`src/rtl/ssd_pkg.sv`:
```
// Shared constants for the seven-segment scan decoder: segment bit indices,
// the hex glyph table (active-high, bit0 = a) and the blank pattern.
package ssd_pkg;

   typedef enum int unsigned {
      SEG_A = 0,
      SEG_B,
      SEG_C,
      SEG_D,
      SEG_E,
      SEG_F,
      SEG_G,
      SEG_COUNT
   } seg_idx_e;

   localparam int unsigned SEG_W  = SEG_COUNT;
   localparam int unsigned DIGITS = 4;

   localparam logic [SEG_W-1:0] SEG_BLANK = '0;

   // Entry n is the glyph for hex digit n.
   localparam logic [15:0][SEG_W-1:0] GLYPH_TABLE = {
      7'h71, 7'h79, 7'h5E, 7'h39, 7'h7C, 7'h77, 7'h6F, 7'h7F,
      7'h07, 7'h7D, 7'h6D, 7'h66, 7'h4F, 7'h5B, 7'h06, 7'h3F
   };

endpackage

```
`src/rtl/seg7_glyph_decode.sv`:
```
// Combinational seven-segment pattern classifier: hex hit with nibble, or blank.
module seg7_glyph_decode
   import ssd_pkg::*;
(
   input  logic [SEG_W-1:0] pattern,
   output logic             hit,
   output logic             is_blank,
   output logic [3:0]       nibble
);

   always_comb begin
      hit    = 1'b0;
      nibble = '0;
      for (int unsigned g = 0; g < 16; g++) begin
         if (pattern == GLYPH_TABLE[g]) begin
            hit    = 1'b1;
            nibble = 4'(g);
         end
      end
   end

   assign is_blank = (pattern == SEG_BLANK);

endmodule

```
`src/rtl/ssd_scan_decoder.sv`:
```
// Recovers four hex digits from a multiplexed seven-segment display scan,
// capturing each digit once its segment/enable pattern has been stable long enough.
module ssd_scan_decoder
   import ssd_pkg::*;
#(
   parameter int unsigned STABLE_CYCLES  = 4,
   parameter bit          SEG_ACTIVE_LOW = 1'b1,
   parameter bit          DIG_ACTIVE_LOW = 1'b1
) (
   input  logic             clk,
   input  logic             rst,
   input  logic [SEG_W-1:0] ssd,
   input  logic [3:0]       dig,
   output logic [15:0]      value,
   output logic [3:0]       valid,
   output logic [3:0]       blank,
   output logic [3:0]       bad_glyph,
   output logic             frame_strobe,
   output logic [7:0]       scan_err_cnt
);

   localparam logic [7:0] STABLE_MAX = 8'(STABLE_CYCLES);
   localparam logic [7:0] STABLE_PRE = 8'(STABLE_CYCLES - 1);

   logic [SEG_W-1:0] ssd_in, s_ssd;
   logic [3:0]       dig_in, s_dig;
   logic [7:0]       stab_cnt;
   logic [3:0]       seen;
   logic [3:0]       seen_next;
   logic             dig_in_onehot;
   logic             stable;
   logic             capture;
   logic             s_multi_hot;
   logic             dec_hit;
   logic             dec_blank;
   logic [3:0]       dec_nibble;

   assign ssd_in = SEG_ACTIVE_LOW ? ~ssd : ssd;
   assign dig_in = DIG_ACTIVE_LOW ? ~dig : dig;

   assign dig_in_onehot = (dig_in != '0) && ((dig_in & (dig_in - 4'd1)) == '0);
   assign s_multi_hot   = (s_dig & (s_dig - 4'd1)) != '0;

   // Stability is judged between the value being sampled and the held sample, so
   // the counter reaches STABLE_CYCLES on the (STABLE_CYCLES+1)th edge of a dwell.
   assign stable    = dig_in_onehot && (ssd_in == s_ssd) && (dig_in == s_dig);
   assign capture   = stable && (stab_cnt == STABLE_PRE);
   assign seen_next = seen | s_dig;

   seg7_glyph_decode u_glyph_decode (
      .pattern  (s_ssd),
      .hit      (dec_hit),
      .is_blank (dec_blank),
      .nibble   (dec_nibble)
   );

   always_ff @(posedge clk or posedge rst) begin
      if (rst) begin
         s_ssd    <= '0;
         s_dig    <= '0;
         stab_cnt <= '0;
      end else begin
         s_ssd <= ssd_in;
         s_dig <= dig_in;
         if (!stable) begin
            stab_cnt <= '0;
         end else if (stab_cnt != STABLE_MAX) begin
            stab_cnt <= stab_cnt + 8'd1;
         end
      end
   end

   always_ff @(posedge clk or posedge rst) begin
      if (rst) begin
         scan_err_cnt <= '0;
      end else if (s_multi_hot && (scan_err_cnt != '1)) begin
         scan_err_cnt <= scan_err_cnt + 8'd1;
      end
   end

   always_ff @(posedge clk or posedge rst) begin
      if (rst) begin
         value        <= '0;
         valid        <= '0;
         blank        <= '0;
         bad_glyph    <= '0;
         seen         <= '0;
         frame_strobe <= 1'b0;
      end else begin
         frame_strobe <= 1'b0;
         if (capture) begin
            for (int unsigned i = 0; i < DIGITS; i++) begin
               if (s_dig[i]) begin
                  valid[i]     <= dec_hit;
                  blank[i]     <= !dec_hit && dec_blank;
                  bad_glyph[i] <= !dec_hit && !dec_blank;
                  if (dec_hit) begin
                     value[4*i +: 4] <= dec_nibble;
                  end
               end
            end
            if (seen_next == '1) begin
               frame_strobe <= 1'b1;
               seen         <= '0;
            end else begin
               seen <= seen_next;
            end
         end
      end
   end

endmodule

```
`config.mk`:
```
export PLATFORM = sky130hd
export DESIGN_NAME = ssd_scan_decoder
export DESIGN_NICKNAME = d
export VERILOG_FILES = /design/src/rtl/ssd_pkg.sv /design/src/rtl/seg7_glyph_decode.sv /design/src/rtl/ssd_scan_decoder.sv
export SDC_FILE = /design/constraint.sdc
export NUM_CORES = 1
export LEC_CHECK = 0
export CAP_MARGIN = 20
export CORE_AREA = 3 3 81 83
export CTS_CLUSTER_SIZE = 16
export DETAILED_ROUTE_END_ITERATION = 6
export DIE_AREA = 0 0 84 86
export GPL_TIMING_DRIVEN = 0
export PLACE_DENSITY = 0.84
export REMOVE_ABC_BUFFERS = 1
export SYNTH_ARGS = -nofsm -noshare
export SYNTH_HDL_FRONTEND = slang
export SYNTH_HIERARCHICAL = 1
export SYNTH_SLANG_ARGS = --single-unit
```
`constraint.sdc`:
```
create_clock -name clk -period 7 [get_ports clk]
set_clock_uncertainty 0.15 [all_clocks]
set_input_delay 1.4 -clock clk [delete_from_list [all_inputs] [get_ports clk]]
set_output_delay 1.4 -clock clk [all_outputs]
set_load 0.05 [all_outputs]
```
==> results.yml <==
status:
  status: "finished clean"
worst_setup_path:
  crit_required_ps: 7080
  critPathMaxFanout: 9
  crit_path_top_delay_cell: "clkdlybuf4s50_1"
  path_cells: "clkdlybuf4s50_1 > xnor2_1 > o311ai_2 > nor4b_4 > nand4_1 > mux2_2"
  r2r_slack_ps: 4360
  worst-r2r-cell-count: 6
  cp-end-kind: "flop"
  r2r_end: "value[10]"
  arrival_ps: 3540
  startpoint_type: "primary input"
  crit_type: "in2reg"
  r2r_start: "s_ssd[0]"
  path_buf_inv: 1
  slowest_delay_ps: 580
  cpLargestDelayFamily: "simple AND/OR/NAND/NOR gates"
logic_synthesis:
  synth_top_family_by_area: "simple AND/OR/NAND/NOR gates"
  synthXorXnorAreaFrac_pct: 7.74
  synth_seq_area_share_pct: 51.0
  synth_compound_area_share_pct: 6.12
  ys_async_sr_fraction_pct: 100
  synth_seq_cells: 60
  netlist_area_um2: 2940
  yosys.area_share.simple_pct: 17.9
  syn_avg_cell_area_um2: 11.0
  synth_fa_ha_area_share_pct: 1.62
  ys_types: 47
  synth_warnings: 6
  synth_mux_area_share_pct: 11.1
  syn_inst: 268
  synth_ff_type: "dfrtp_1"
  synth_edf_count: 0
power:
  sequentialPowerShare_pct: 45.5
  p_clk_share_pct: 33.9
  swShare_pct: 32.4
  p_leak_nw: 1.68
  power_switching_uw: 290
  ir_worst_vdd_mv: 0.207
  combPwrFrac_pct: 20.6
  p_per_area_nw_per_um2: 242
  p_int_uw: 604
sta:
  setup_ws_ps: 3540
  hold_viol_final: 0
  min_period_ps: 3460
  fmax_ghz: 0.289
  rsz0062_at_grt: "no"
  setup_viol: 0
  timing.hold.ws_ps: 355
  slew_headroom_pct: 64.6
  maxSlewViolCount: 0
  timing_worst_slew_pin_value_ps: 527
  layout_worst_path_cycle_share_pct: 49.5
  finalSetupTns_ps: 0
grt:
  gr-total-overflow: 0
  grt_pass1_vias: 2211
  grt_max_degree: 38
  antenna_found_initial: 0
  grt_use_total_pct: 19.1
  grt_pass1_wl_mm: 10.8
cts:
  htreeDepth: 3
  holdBufCountCts: 0
  clock_sinks: 60
  clock_latency_ps: 350
  clockRootBuffer: "clkbuf_8"
  clock_path_buffers: 2
  ctsResizeCount: 0
  cts-buffers-inserted: 9
  clkTransAtPathRegs_ps: 60
  post-cts-setup-buffers: 0
  cts_tree: "built"
route:
  top_layer: "met4"
  met2_length_mm: 3.20
  wl_met3_um: 388
  wl_met1_mm: 2.71
  antenna_left: 0
  num_vias: 2218
  wirelength_mm: 6.45
  drt_iter0_drc: 111
  vias_per_cell: 5.55
  drt_pre_antenna_iters: 4
  drc: 0
  wl_per_cell_um: 16.1
hold_path:
  hold_path_class: "reg2reg"
  hold_path_depth: 1
  hold_end: "value[9]"
  hp-start: "value[9]"
layout:
  drive_gt1_share_pct: 15.7
  final_common_cell: "dfrtp_1"
  layout_common_cells: "dfrtp_1 (60), clkdlybuf4s50_1 (49), mux2_2 (29), inv_1 (21), nor2_1 (19)"
  final_cell_area_um2: 3690
  antenna_cells: 0
  area_growth_pct: 25.4
  nFillCells: 475
  fin_nets: 336
  finish.utilization_pct: 62.3
die:
  die_w_um: 84
  die_y_um: 86
  io_pins: 50
  dieArea_um2: 7220
  core-area_um2: 5920
  num_rows: 28
  start_util_pct: 49.7
placed_design:
  hpwlAfterDp_mm: 4.47
  port_buffers: 49
  place_area_um2: 3500
  dp_slack_ps: 3160
  routabilityCongestion: 0.803
job:
  cap_viol_max_count: 0
[through the flow]
stage | instances | power, mW
2_1_floorplan | 259 | 0.529
3_5_place_dp | 384 | 0.598
5_1_grt | 400 | 0.935
4_1_cts | 400 | 0.905
6_report | 400 | 0.894
3_3_place_gp | 383 | 0.590
[synth_stat cells, types with 4 or more instances]
master | n | share of area (%)
nor2_1 | 19 | 2.4
xor2_1 | 16 | 4.8
nor3_1 | 4 | 0.68
mux2_2 | 29 | 11
buf_2 | 6 | 1.0
a21boi_0 | 4 | 1.0
nand2_1 | 17 | 2.2
dfrtp_1 | 60 | 51
inv_1 | 22 | 2.8
a21oi_1 | 4 | 0.68
nand3_1 | 14 | 2.4
xnor2_1 | 10 | 3.0
nand4_1 | 15 | 3.2
[layer usage]
| layer | global-route usage, % | up-vias |
|---|---|---|
| met3 | 6.92 | 20 |
| met2 | 31.5 | 71 |
| met4 | 7.46 | 0 |
| li1 | - | 1042 |
| met5 | 0 | - |
| met1 | 23.0 | 1085 |
[worst register-to-register path, stage by stage (launching register included)]
cell and delay, ps:
dfrtp_1 560, or4_1 560, o21ai_0 100, a21boi_1 80, nand4_1 340, nand4_1 350
mux2_2 370
[registers in the layout, indices dropped and copies added (netlist names), 4 cells and up]
| name | flops |
|---|---|
| value | 16 |
| scan_err_cnt | 8 |
| stab_cnt | 8 |
| s_ssd | 7 |
| bad_glyph | 4 |
| blank | 4 |
| s_dig | 4 |
| seen | 4 |
| valid | 4 |
[how the worst max path moves through the flow]
stage	to	startpoint	slack [ps]	cells past startpoint
after CTS	value[14]	dig[0]	3540	6
final	value[10]	dig[2]	3540	6
after floorplan	bad_glyph[0]	rst	3970	1
after global placement	scan_err_cnt[6]	rst	2990	2
after global routing	value[3]	dig[0]	3350	6
after detailed placement	value[14]	dig[2]	3160	6
[cell families after synthesis]
| family | count (synthesis) |
|---|---|
| AO/OA/AOI/OAI | 24 |
| XOR/XNOR | 26 |
| adder cells (fa/ha/maj) | 4 |
| buffers and inverters | 31 |
| flip-flops | 60 |
| multiplexers | 29 |
| AND/OR/NAND/NOR | 94 |
[power by group through the flow]
stage	clock network [mW]	registers, mW	logic, mW
after floorplan	0	0.471	0.0577
after global placement	0	0.410	0.180
after detailed placement	0	0.412	0.186
after CTS	0.312	0.407	0.186
after global routing	0.327	0.413	0.195
final	0.303	0.407	0.184
[cell type report]
class / count / area, µm² / share of cell area, %
repair buffers: 50 / 510 / 13.8
well taps: 75 / 93.8 / 2.54
clock buffers: 10 / 128 / 3.46
flip-flops and latches: 60 / 1500 / 40.7
inverters: 22 / 82.6 / 2.24
clock inverters: 6 / 63.8 / 1.73
multi-input cells: 177 / 1310 / 35.5
(Power assumes the default switching activity.)
